$ cat src/rtl/seq_engine.sv
// seq_engine: Fibonacci / Collatz / mm.ss stopwatch generator, one step per En strobe.
// Latency: Out/Valid/Done/Ovf/Steps are registered and update 1 cycle after Load or En.
// Backpressure: none. En is ignored outside RUN, and Load always wins over En.
// Ports: Clk, Rst_n (async, active-low); Mode/Load/Load_val start or restart a sequence;
//        En steps it; Out is the current value, Valid means a sequence is loaded, Done is
//        the terminal flag (a wrap pulse in stopwatch mode), Ovf flags overflow, Steps
//        counts steps and saturates.
// Optional: define SEQ_STEP_LIMIT_EN to halt Fibonacci/Collatz after STEP_LIMIT steps.
module seq_engine #(
  parameter int WIDTH        = 16,
  parameter int STEP_WIDTH   = 8,
  parameter int FIB_SEED_0   = 0,
  parameter int FIB_SEED_1   = 1,
  parameter int COLLATZ_SEED = 27,
  parameter int SW_MAX       = 9959,
  parameter int STEP_LIMIT   = 200
) (
  input  logic                  Clk,
  input  logic                  Rst_n,
  input  logic [1:0]            Mode,
  input  logic                  Load,
  input  logic [WIDTH-1:0]      Load_val,
  input  logic                  En,
  output logic [WIDTH-1:0]      Out,
  output logic                  Valid,
  output logic                  Done,
  output logic                  Ovf,
  output logic [STEP_WIDTH-1:0] Steps
);

  typedef enum logic [1:0] {IDLE, RUN, HALT} state_t;

  localparam logic [1:0] MODE_FIB  = 2'b00;
  localparam logic [1:0] MODE_COL  = 2'b01;
  localparam logic [1:0] MODE_SW   = 2'b10;
  localparam logic [1:0] MODE_NONE = 2'b11;

  localparam logic [WIDTH-1:0] HUNDRED  = WIDTH'(100);
  localparam logic [WIDTH-1:0] SS_LAST  = WIDTH'(59);
  localparam logic [WIDTH-1:0] ONE_W    = WIDTH'(1);
  localparam logic [WIDTH-1:0] SW_MAX_W = WIDTH'(SW_MAX);
  localparam logic [WIDTH-1:0] FIB0_W   = WIDTH'(FIB_SEED_0);
  localparam logic [WIDTH-1:0] FIB1_W   = WIDTH'(FIB_SEED_1);
  localparam logic [WIDTH-1:0] COL_W    = WIDTH'(COLLATZ_SEED);

  state_t                 state_q, state_d;
  logic [1:0]             mode_q, mode_d;
  logic [WIDTH-1:0]       prev_q, prev_d, out_d;
  logic                   valid_d, done_d, ovf_d;
  logic [STEP_WIDTH-1:0]  steps_d, steps_inc;

  logic [WIDTH:0]         fib_sum;
  logic [WIDTH+1:0]       col_odd, col_next;
  logic [WIDTH-1:0]       sw_sec, sw_roll, load_ss;

  // Fibonacci sum carries one extra bit; the carry is the overflow flag.
  assign fib_sum   = {1'b0, Out} + {1'b0, prev_q};
  // 3x+1 built as x + 2x + 1 in WIDTH+2 bits so nothing is lost before the range check.
  assign col_odd   = {2'b00, Out} + {1'b0, Out, 1'b0} + {{(WIDTH+1){1'b0}}, 1'b1};
  assign col_next  = Out[0] ? col_odd : {3'b000, Out[WIDTH-1:1]};
  assign sw_sec    = Out % HUNDRED;
  assign sw_roll   = (Out / HUNDRED + ONE_W) * HUNDRED;
  assign load_ss   = Load_val % HUNDRED;
  assign steps_inc = (&Steps) ? Steps : Steps + 1'b1;

`ifdef SEQ_STEP_LIMIT_EN
  logic lim_hit;
  assign lim_hit = (int'(steps_inc) == STEP_LIMIT);
`else
  localparam int UNUSED_STEP_LIMIT = STEP_LIMIT;
`endif

  always_comb begin
    state_d = state_q;
    mode_d  = mode_q;
    out_d   = Out;
    prev_d  = prev_q;
    valid_d = Valid;
    done_d  = Done;
    ovf_d   = Ovf;
    steps_d = Steps;

    if (Load) begin
      mode_d  = Mode;
      steps_d = '0;
      done_d  = 1'b0;
      ovf_d   = 1'b0;
      valid_d = 1'b1;
      prev_d  = '0;
      state_d = RUN;
      case (Mode)
        MODE_FIB: begin
          out_d  = FIB1_W;
          prev_d = FIB0_W;
        end
        MODE_COL: begin
          out_d = (Load_val == '0) ? COL_W : Load_val;
          // A sequence that starts at 1 is already terminated.
          if (out_d == ONE_W) begin
            state_d = HALT;
            done_d  = 1'b1;
          end
        end
        MODE_SW: begin
          out_d = (load_ss <= SS_LAST && Load_val <= SW_MAX_W) ? Load_val : '0;
        end
        default: begin
          out_d   = '0;
          valid_d = 1'b0;
          state_d = IDLE;
        end
      endcase
    end else begin
      // In stopwatch mode Done is a single-cycle wrap pulse, not a level.
      if (mode_q == MODE_SW) done_d = 1'b0;

      if (En && state_q == RUN) begin
        case (mode_q)
          MODE_FIB: begin
            if (fib_sum[WIDTH]) begin
              ovf_d   = 1'b1;
              done_d  = 1'b1;
              state_d = HALT;
            end else begin
              out_d   = fib_sum[WIDTH-1:0];
              prev_d  = Out;
              steps_d = steps_inc;
`ifdef SEQ_STEP_LIMIT_EN
              if (lim_hit) begin
                state_d = HALT;
                done_d  = 1'b1;
              end
`endif
            end
          end
          MODE_COL: begin
            if (col_next[WIDTH+1:WIDTH] != 2'b00) begin
              ovf_d   = 1'b1;
              done_d  = 1'b1;
              state_d = HALT;
            end else begin
              out_d   = col_next[WIDTH-1:0];
              steps_d = steps_inc;
              if (col_next[WIDTH-1:0] == ONE_W) begin
                state_d = HALT;
                done_d  = 1'b1;
              end
`ifdef SEQ_STEP_LIMIT_EN
              if (lim_hit) begin
                state_d = HALT;
                done_d  = 1'b1;
              end
`endif
            end
          end
          MODE_SW: begin
            steps_d = steps_inc;
            // Terminal check first: 99:59 wraps to 0, never to 100:00.
            if (Out >= SW_MAX_W) begin
              out_d  = '0;
              done_d = 1'b1;
            end else if (sw_sec == SS_LAST) begin
              out_d = sw_roll;
            end else begin
              out_d = Out + ONE_W;
            end
          end
          default: ;
        endcase
      end
    end
  end

  always_ff @(posedge Clk or negedge Rst_n) begin
    if (!Rst_n) begin
      state_q <= IDLE;
      mode_q  <= MODE_NONE;
      Out     <= '0;
      prev_q  <= '0;
      Valid   <= 1'b0;
      Done    <= 1'b0;
      Ovf     <= 1'b0;
      Steps   <= '0;
    end else begin
      state_q <= state_d;
      mode_q  <= mode_d;
      Out     <= out_d;
      prev_q  <= prev_d;
      Valid   <= valid_d;
      Done    <= done_d;
      Ovf     <= ovf_d;
      Steps   <= steps_d;
    end
  end

endmodule

$ cat config.mk
export PLATFORM = sky130hd
export DESIGN_NAME = seq_engine
export DESIGN_NICKNAME = d
export VERILOG_FILES = /design/src/rtl/seq_engine.sv
export SDC_FILE = /design/constraint.sdc
export NUM_CORES = 1
export LEC_CHECK = 0
export BUFFER_PORTS_ARGS = -buffer_cell sky130_fd_sc_hd__buf_2
export CORE_MARGIN = 3
export CORE_UTILIZATION = 59
export CTS_CLUSTER_DIAMETER = 120
export DETAILED_ROUTE_END_ITERATION = 10
export GPL_TIMING_DRIVEN = 0
export PLACE_DENSITY = 0.78
export SETUP_SLACK_MARGIN = 0.2
export SYNTH_ARGS = -nofsm -noshare
export SYNTH_HDL_FRONTEND = slang
export SYNTH_SLANG_ARGS = --single-unit
$ cat constraint.sdc
create_clock -name Clk -period 11.8 [get_ports Clk]
set_input_delay 2.36 -clock Clk [delete_from_list [all_inputs] [get_ports Clk]]
set_output_delay 2.36 -clock Clk [all_outputs]
set_load 0.02 [all_outputs]
==> flow_summary.yaml, run 1 <==
outcome:
  status: "completed"
worst_setup_path:
  end_kind: "flip-flop"
  required_ns: 12.02
  critPathArrivalTime_ns: 11.71
  ff2ff_path_depth: 50
  start_kind: "flip-flop"
  worst_path_max_delay_cell: "or4_4"
  cp_slowest_stage_delay_ns: 0.58
  cp_top_family: "compound AO/OA/AOI/OAI gates"
  crit_type: "reg2reg"
  rr_endpoint: "Out[15]"
  rrSetupSlack_ns: 0.31
  r2r_start: "Out[5]"
  crit_buf_inv: 9
  worstPathMaxFanout: 9
detailed_routing:
  routed_wl_mm: 35.14
  wl_per_cell_um: 19.46
  dr.first_iter.drc_count: 1255
  drc: 0
  ant_nets: 0
  avgViaCountPerCell: 6.690
  drtPass1Iterations: 6
  vias: 12080
clock_network:
  cts_buffer_depth: 2
  clkLatencyLatePin_ns: 0.30
  clock_sinks: 47
  ctsHtreeMaxLevel: 2
  cts_hold_repair.buffers: 0
  cts_tree: "yes"
  cts_made_buffers: 5
  cts-root-buf: "clkbuf_16"
  clk_pin_slew_ns: 0.07
placed_design:
  dpl.hpwl_mm: 24.95
  port-buffer-count: 44
  place_congestion: 0.9514
  dpl_cell_area_mm2: 0.01113
cells_and_area:
  layout_commonest_cell: "nor2_1"
  nFillCells: 1307
  fin_area_mm2: 0.01290
  antenna_cells: 0
  layout.nets: 1706
  drive_above_1_share_pct: 22.71
  area_delta_synth_final_pct: 21.42
  layout_common_cells: "nor2_1, nand2_1, a21oi_1"
timing:
  hold_viol: 0
  fin_crit_sh_pct: 97.40
  clock.fmax_ghz: 0.08701
  finalMaxSlewViolations: 0
  setup_viol: 0
  finalClockSkew_ns: 0.009734
  post-route-min-period_ns: 11.49
  rsz0062_at_grt: "true"
  slew_headroom_pct: 28.17
  tightest_slew_ns: 1.064
yosys:
  synth.area.top_cells: "ha_1, dfrtp_1, xnor2_1"
  ys_seq_area_share_pct: 11.09
  syn_inst: 1449
  synth-seq-cells: 47
  yosys_most_used_dff: "dfrtp_1"
  ys_types: 116
  syn_area_mm2: 0.01062
  postSynthAreaPerCell_um2: 7.332
  async_flop_share_pct: 100.0
  synth_edf_count: 0
  synthesis.nets: 1575
  synth_top_area_cell: "ha_1"
  yosys.area.top_type_share_pct: 11.31
  ys.warnings.count: 0
global_routing:
  grt_use_total_pct: 31.88
  grt_pass1_wl_mm: 53.13
  grt_max_degree: 48
  gr-total-overflow: 0
  grt_pass1_vias: 10930
  antenna_found_initial: 0
floorplanning:
  core_area_mm2: 0.01748
  chipWidth_um: 140.2
  die_height_um: 140.2
  rows: 48
  io_pins: 49
  start_util_pct: 60.79
  die_area_mm2: 0.01965
worst_hold_path:
  hold_start: "Ovf"
  hold_path_depth: 2
  whs_endpoint: "Ovf"
  hp-class: "reg2reg"
job:
  cap_violations: 0
[cell usage after synthesis (all sizes together), types with 10 or more instances]
cell and instances:
xnor2 81, o21ai 94, nand4 17, mux2i 25
a21o 25, nor2b 10, clkbuf 50, nor4 12
xor2 22, a211oi 24, nor3 41, inv 74
dfrtp 45, or2 16, a31oi 21, nand2 120
o211ai 30, o21a 16, o21bai 23, o22ai 16
a21oi 118, mux2 11, a21boi 11, or3 15
nand2b 16, buf 15, nor2 157, ha 96
o31ai 10, nand3 40, and2 12, a211o 12
o221ai 16
[flip-flops by register name, indices dropped and copies added, names as in the netlist]
register and flops:
Done 1, Out 16, Ovf 1, Steps 8, Valid 1, mode_q 2, prev_q 16, state_q 2
[what timing repair did]
| item | in CTS | in global routing |
|---|---|---|
| endpoints found under the setup margin | 9 | 10 |
| endpoints found under the hold margin | 0 | 0 |
| pin swaps | 15 | 53 |
| buffers inserted | 29 | 50 |
| resized for setup | 101 | 139 |
| gates cloned | 0 | 1 |
[cell families after synthesis]
kind of cell,Yosys count,synth area share [%]
buffers and inverters,142,5.311
DFF,47,11.09
AOI/OAI and AO/OA,524,35.90
xor gates and xnor gates,103,8.562
muxes,37,3.804
and+or+nand+nor,489,22.24
adders and majority gates,107,13.10
[worst register-to-register path, delay by kind of cell (launching register included)]
family / cells / cell delay (ns)
AOI/OAI and AO/OA: 26 / 5.68
and+or+nand+nor: 6 / 1.90
adders and majority gates: 6 / 1.80
buffers and inverters: 9 / 1.10
DFF: 1 / 0.39
xor gates and xnor gates: 2 / 0.38
muxes: 1 / 0.16
[worst max-delay path by stage]
stage	slack, ns	end	startpoint	depth (start not counted)
2_1_floorplan	0.45	Out[15]	Out[0]	48
3_3_place_gp	-1.53	Out[15]	Out[0]	48
3_5_place_dp	-1.65	Out[15]	Out[0]	48
4_1_cts	0.21	Out[15]	Out[0]	50
5_1_grt	-0.17	Out[15]	Out[5]	51
6_report	0.31	Out[15]	Out[5]	50
[area by class of cell]
cell class	instances	area [µm²]	share of cell area, %
Multi-Input combinational cell	1260	9697	75.17
Buffer	65	385.4	2.987
Tap cell	225	281.5	2.182
Sequential cell	47	1195	9.263
Clock inverter	2	37.54	0.2910
Inverter	77	321.6	2.493
Timing Repair Buffer	124	853.3	6.615
Clock buffer	6	128.9	0.9990
[stage by stage]
| stage | hold slack [ns] | instances | util [%] | setup WS (ns) | setup TNS (ns) |
|---|---|---|---|---|---|
| 2_1_floorplan | 0.4843 | 1449 | - | 0.4472 | 0 |
| 3_3_place_gp | 0.5011 | 1718 | 63.66 | -1.535 | -6.775 |
| 3_5_place_dp | 0.5059 | 1718 | 63.66 | -1.655 | -7.404 |
| 4_1_cts | 0.5210 | 1755 | 68.25 | 0.2066 | 0 |
| 5_1_grt | 0.5506 | 1806 | 73.81 | -0.1718 | -0.2168 |
| 6_report | 0.5158 | 1806 | 73.81 | 0.3072 | 0 |
[routing by layer]
layer	GRT usage, %	wire, µm
met2	58.24	17700
met4	11.17	1361
met5	0	0
met1	39.72	14090
met3	1.707	1998
Power of run 1 is not shown: default switching activity piles up to over one toggle a cycle in this logic, so the estimate is an artifact.
==> inputs of run 2 (changes only) <==
==> constraint.sdc (replaced) <==
create_clock -name Clk -period 11.8 [get_ports Clk]
set_input_delay 1.18 -clock Clk [delete_from_list [all_inputs] [get_ports Clk]]
set_output_delay 1.18 -clock Clk [all_outputs]
set_load 0.02 [all_outputs]
==> flow_summary.yaml, run 2 (synthesis gave the netlist of run 1 again) <==
outcome:
  status: "completed"
global_routing:
  gr-usage-met2_pct: 58.24
  grt.busiest_layer: "met2"
  gr-total-overflow: 0
  grt_use_total_pct: 31.88
  use_met3_pct: 1.707
  antenna_found_initial: 0
  grt_pass1_wl_mm: 53.13
  grt_max_degree: 48
  grt_pass1_vias: 10930
  gr-usage-met1_pct: 39.72
floorplanning:
  core_area_mm2: 0.01748
  start_util_pct: 60.79
  io_pins: 49
  die_height_um: 140.2
  die_area_mm2: 0.01965
  rows: 48
  chipWidth_um: 140.2
clock_network:
  clk_pin_slew_ns: 0.08
  clkLatencyLatePin_ns: 0.30
  clock_sinks: 47
  cts_tree: "yes"
  ctsHtreeMaxLevel: 2
  cts-root-buf: "clkbuf_16"
  cts_made_buffers: 5
  cts_buffer_depth: 2
timing:
  post-route-min-period_ns: 11.53
  tightest_slew_ns: 1.080
  slew_headroom_pct: 26.17
  clock.fmax_ghz: 0.08675
  setup_viol: 0
  hold_viol: 0
  fin_crit_sh_pct: 97.69
  finalClockSkew_ns: 0.01429
  setup_slack_ns: 0.2730
  finalMaxSlewViolations: 0
placed_design:
  pre_cts_ws_ns: -1.655
  place_congestion: 0.9514
  port-buffer-count: 44
  dpl.hpwl_mm: 24.95
worst_setup_path:
  cp_slowest_stage_delay_ns: 0.59
  worst_path_max_delay_cell: "xnor2_1"
  worstPathMaxFanout: 8
  start_kind: "flip-flop"
  required_ns: 12.02
  end_kind: "flip-flop"
  crit_type: "reg2reg"
  critPathArrivalTime_ns: 11.75
detailed_routing:
  wl_per_cell_um: 19.39
  drc: 0
  routed_wl_mm: 35.08
  dr.first_iter.drc_count: 1075
  avgViaCountPerCell: 6.714
  ant_nets: 0
  drtPass1Iterations: 7
  vias: 12150
cells_and_area:
  nFillCells: 1304
  layout_common_cells: "nor2_1, nand2_1, a21oi_1"
  antenna_cells: 0
  layout_commonest_cell: "nor2_1"
  layout.nets: 1709
  area_delta_synth_final_pct: 21.43
  drive_above_1_share_pct: 22.60
  reg_top3: "Out (16), prev_q (16), Steps (8)"
job:
  cap_violations: 0
worst_hold_path:
  hp-class: "reg2reg"
run 2: repair_timing:
action	in CTS	in global routing
endpoints found under the setup margin	9	5
pin swaps	15	53
cloned	0	1
hold buffers	0	0
setup buffers	29	53
gates resized for setup	101	134
run 2: final timing paths:
check                      cells after the start   start        end  slack, ns
min in group asynchronous                      1   Rst_n  prev_q[3]       1.07
setup / recovery                              51  Out[5]    Out[15]       0.27
hold / removal                                 2     Ovf        Ovf       0.52
hold reg to reg                                2     Ovf        Ovf       0.52
setup reg to reg                              51  Out[5]    Out[15]       0.27
max in group asynchronous                      1   Rst_n    Out[13]       9.97
run 2: through the flow:
stage,hold WS [ns],instance area [µm²],utilization [%],cells,setup TNS [ns]
final,0.5159,12900,73.82,1809,0
after global routing,0.5506,12900,73.82,1809,-0.2026
after CTS,0.5210,11930,68.25,1755,0
after detailed placement,0.5059,11130,63.66,1718,-7.404
after global placement,0.5011,11130,63.66,1718,-6.775
after floorplan,0.4843,10620,-,1449,0
run 2: final cells by class:
| class | count | area [µm²] | share of cell area (%) |
|---|---|---|---|
| plain buffers | 65 | 385.4 | 2.987 |
| clock buffers | 6 | 128.9 | 0.9989 |
| clock inverters | 2 | 37.54 | 0.2910 |
| inverters | 77 | 321.6 | 2.492 |
| multi-input cells | 1260 | 9676 | 75.00 |
| flip-flops and latches | 47 | 1195 | 9.262 |
| well taps | 225 | 281.5 | 2.182 |
| repair buffers | 127 | 875.8 | 6.789 |
run 2: per-layer routing:
metal,wire length [µm],part of all wire [%],vias to the layer above
met5,0,0,-
met4,1335,3.8,0
met3,2143,6.1,125
met2,17680,50,617
met1,13920,40,5691
li1,-,-,5712
run 2: critical path, delay by kind of cell (launching register included):
family,cells,cell delay [ns]
AO/OA/AOI/OAI,25,5.17
XOR/XNOR,3,1.01
adder cells (fa/ha/maj),6,1.80
buffers and inverters,9,1.08
flip-flops,1,0.39
multiplexers,2,0.32
AND/OR/NAND/NOR,6,1.65
Power of run 2 is left out for the same reason.
==> inputs of run 3 (changes only) <==
--- a/config.mk
+++ b/config.mk
@@ -7,11 +7,11 @@
 export LEC_CHECK = 0
 export BUFFER_PORTS_ARGS = -buffer_cell sky130_fd_sc_hd__buf_2
 export CORE_MARGIN = 3
-export CORE_UTILIZATION = 59
+export CORE_UTILIZATION = 65
 export CTS_CLUSTER_DIAMETER = 120
 export DETAILED_ROUTE_END_ITERATION = 10
 export GPL_TIMING_DRIVEN = 0
-export PLACE_DENSITY = 0.78
+export PLACE_DENSITY = 0.82
 export SETUP_SLACK_MARGIN = 0.2
 export SYNTH_ARGS = -nofsm -noshare
 export SYNTH_HDL_FRONTEND = slang
==> constraint.sdc (replaced) <==
create_clock -name Clk -period 11.7 [get_ports Clk]
set_input_delay 1.17 -clock Clk [delete_from_list [all_inputs] [get_ports Clk]]
set_output_delay 1.17 -clock Clk [all_outputs]
set_load 0.02 [all_outputs]
==> flow_summary.yaml, run 3 <==
yosys:
  yosys-top-cells-count: "nor2_1, nand2_1, a21oi_1"
  synth_edf_count: 0
  yosys.area.top_type_share_pct: 11.31
  post-synth-top-count-cell: "nor2_1"
  syn_inst: 1449
  async_flop_share_pct: 100.0
  synth.area.top_cells: "ha_1, dfrtp_1, xnor2_1"
  synthSimpleGateAreaFrac_pct: 22.24
  synth_compound_gate_area_share_pct: 35.90
  synth-seq-cells: 47
  postSynthAreaPerCell_um2: 7.332
  synth_fa_ha_area_share_pct: 13.10
  ys_seq_area_share_pct: 11.09
  yosys.area_share.xor_xnor_pct: 8.562
  ys_types: 116
  yosys_most_used_dff: "dfrtp_1"
  synthesis.nets: 1575
  synthMuxAreaShare_pct: 3.804
  synth_top_family_by_area: "compound AO/OA/AOI/OAI gates"
  ys.warnings.count: 0
  syn_area_mm2: 0.01062
  synth_top_area_cell: "ha_1"
floorplanning:
  rows: 46
  die_height_um: 133.8
  io_pins: 49
  start_util_pct: 66.64
  chipWidth_um: 133.8
placed_design:
  dpl.hpwl_mm: 24.98
  pre_cts_ws_ns: -1.713
  port-buffer-count: 44
  place_congestion: 0.9586
  dpl_cell_area_mm2: 0.01111
clock_network:
  cts-root-buf: "clkbuf_16"
  cts_buffer_depth: 2
  clock_sinks: 47
  ctsHtreeMaxLevel: 2
  cts_made_buffers: 5
global_routing:
  antenna_found_initial: 5
  grt_max_degree: 48
  gr-total-overflow: 3
  grt_use_total_pct: 80.20
outcome:
  error: "[ERROR GRT-0232] Routing congestion too high. Check the congestion heatmap in the GUI."
  status: "aborted with a tool error"
  stop_stage: "global routing (5_1_grt)"
timing:
  endpoint_type: "register input"
  crit_endpoint: "Out[15]$_DFFE_PN0P_/D"
==> run 3: per-layer routing <==
metal / GRT usage (%) / GRT overflow
met4: 76.34 / 1
met3: 71.04 / 0
met1: 80.50 / 0
met2: 91.63 / 2
met5: 50.00 / 0
==> run 3: cells by family after synthesis <==
kind of cell    Yosys count
flops                    47
mux                      37
xor+xnor                103
simple gates            489
buf+inv                 142
compound gates          524
fa+ha+maj               107
==> run 3: timing repair <==
action | in CTS
resized for setup | 116
hold buffers | 0
pin swaps | 15
endpoints found under the setup margin | 9
setup buffers | 30
==> run 3: stage by stage <==
stage	std cells	utilization (%)	setup TNS, ns
CTS	1747	75.15	0
detailed placement	1709	69.71	-8.334
global placement	1709	69.71	-7.019
floorplan	1449	-	0
==> inputs of run 4 (changes only) <==
--- a/config.mk
+++ b/config.mk
@@ -7,12 +7,10 @@
 export LEC_CHECK = 0
 export BUFFER_PORTS_ARGS = -buffer_cell sky130_fd_sc_hd__buf_2
 export CORE_MARGIN = 3
-export CORE_UTILIZATION = 65
-export CTS_CLUSTER_DIAMETER = 120
+export CORE_UTILIZATION = 40
 export DETAILED_ROUTE_END_ITERATION = 10
 export GPL_TIMING_DRIVEN = 0
-export PLACE_DENSITY = 0.82
-export SETUP_SLACK_MARGIN = 0.2
+export PLACE_DENSITY_LB_ADDON = 0.15
 export SYNTH_ARGS = -nofsm -noshare
 export SYNTH_HDL_FRONTEND = slang
 export SYNTH_SLANG_ARGS = --single-unit
==> flow_summary.yaml, run 4 (synthesis gave the netlist of run 1 again) <==
worst_setup_path:
  critPathArrivalTime_ns: 11.62
  start_kind: "flip-flop"
  crit_type: "reg2reg"
  cp_slowest_stage_delay_ns: 0.55
  end_kind: "flip-flop"
  worst_path_max_delay_cell: "xnor2_1"
  required_ns: 11.87
  crit_path_frequent_cell: "a21oi_2"
  worstPathMaxFanout: 9
global_routing:
  gr-total-overflow: 0
  grt_pass1_wl_mm: 56.56
  grt_max_degree: 48
  grt_use_total_pct: 23.59
  antenna_found_initial: 0
  grt_pass1_vias: 11050
cells_and_area:
  antenna_cells: 0
  reg_top3: "Out (16), prev_q (16), Steps (8)"
  layout_common_cells: "nor2_1, nand2_1, a21oi_1"
  layout.nets: 1714
  seqCellArea_mm2: 0.001196
  layout_commonest_cell: "nor2_1"
  area_delta_synth_final_pct: 23.59
  drive_above_1_share_pct: 23.41
  multi_input_comb_area_mm2: 0.009728
  nFillCells: 2571
clock_network:
  clk_pin_slew_ns: 0.07
  cts-root-buf: "clkbuf_16"
  cts_buffer_depth: 2
  clkLatencyLatePin_ns: 0.30
  cts_hold_repair.buffers: 0
  clock_sinks: 47
  cts_made_buffers: 5
  ctsHtreeMaxLevel: 2
  cts_tree: "yes"
detailed_routing:
  ant_nets: 0
  drtPass1Iterations: 5
  drc: 0
  route.met2.wl_mm: 18.10
  wl_met1_mm: 15.76
  topRoutingLayerUsed: "met4"
  wl_per_cell_um: 18.74
  avgViaCountPerCell: 6.091
  dr.first_iter.drc_count: 648
  vias: 11720
  wl_met3_mm: 1.399
  routed_wl_mm: 36.06
timing:
  setup_viol: 0
  setup-tns-final_ns: 0
  tightest_slew_ns: 1.135
  slew_headroom_pct: 24.31
  hold_ws_ns: 0.5177
  hold_viol: 0
  post-route-min-period_ns: 11.45
  fin_crit_sh_pct: 97.89
  clock.fmax_ghz: 0.08731
  finalMaxSlewViolations: 0
  finalClockSkew_ns: 0.006136
floorplanning:
  chipWidth_um: 169.0
  core_area_mm2: 0.02606
  die_height_um: 169.0
  start_util_pct: 40.77
  die_area_mm2: 0.02855
  io_pins: 49
  rows: 59
job:
  cap_violations: 0
placed_design:
  port-buffer-count: 44
  dpl.hpwl_mm: 27.09
  place_congestion: 0.9168
worst_hold_path:
  hp-class: "reg2reg"
outcome:
  status: "completed"
==> run 4: final timing paths <==
path,from,end,slack [ns],depth (start not counted)
min in group asynchronous,Rst_n,prev_q[12],1.08,1
max,Out[5],Out[15],0.25,50
min reg2reg,Ovf,Ovf,0.52,2
max in group asynchronous,Rst_n,Out[2],9.78,1
max reg2reg,Out[5],Out[15],0.25,50
min,Ovf,Ovf,0.52,2
==> run 4: cell type report <==
class | instances | share of cell area (%)
Inverter | 77 | 2.535
Sequential cell | 47 | 9.110
Multi-Input combinational cell | 1260 | 74.09
Buffer | 59 | 2.420
Timing Repair Buffer | 138 | 7.299
Tap cell | 335 | 3.192
Clock inverter | 2 | 0.2954
Clock buffer | 6 | 1.058
==> run 4: what timing repair did <==
action | CTS | global route
pin swaps | 13 | 55
endpoints found under the setup margin | 9 | 5
setup buffers | 30 | 64
gates resized for setup | 82 | 144
cloned | 0 | 0
==> run 4: through the flow <==
| stage | instance area [µm²] | setup slack, ns | utilization (%) | cells |
|---|---|---|---|---|
| global placement | 11260 | -1.925 | 43.22 | 1828 |
| finish | 13130 | 0.2464 | 50.39 | 1924 |
| CTS | 11990 | 0.006587 | 46.00 | 1864 |
| floorplan | 10620 | 0.3472 | - | 1449 |
| detailed placement | 11260 | -1.935 | 43.22 | 1828 |
| global route | 13130 | -0.2066 | 50.39 | 1924 |
==> run 4: routing by layer <==
| layer | up-vias | GRT usage [%] |
|---|---|---|
| met5 | - | 0 |
| met4 | 0 | 5.787 |
| met3 | 49 | 1.425 |
| met2 | 316 | 43.10 |
| met1 | 5667 | 30.36 |
| li1 | 5687 | - |
==> run 4: worst max-delay path: cells and delay by family, from the launching register on <==
| family | cells | cell delay [ns] |
|---|---|---|
| adder cells (fa/ha/maj) | 6 | 1.79 |
| multiplexers | 2 | 0.67 |
| XOR/XNOR | 4 | 1.00 |
| AO/OA/AOI/OAI | 22 | 4.54 |
| AND/OR/NAND/NOR | 7 | 1.78 |
| buffers and inverters | 9 | 1.10 |
| flip-flops | 1 | 0.38 |
Power of run 4 is left out for the same reason.
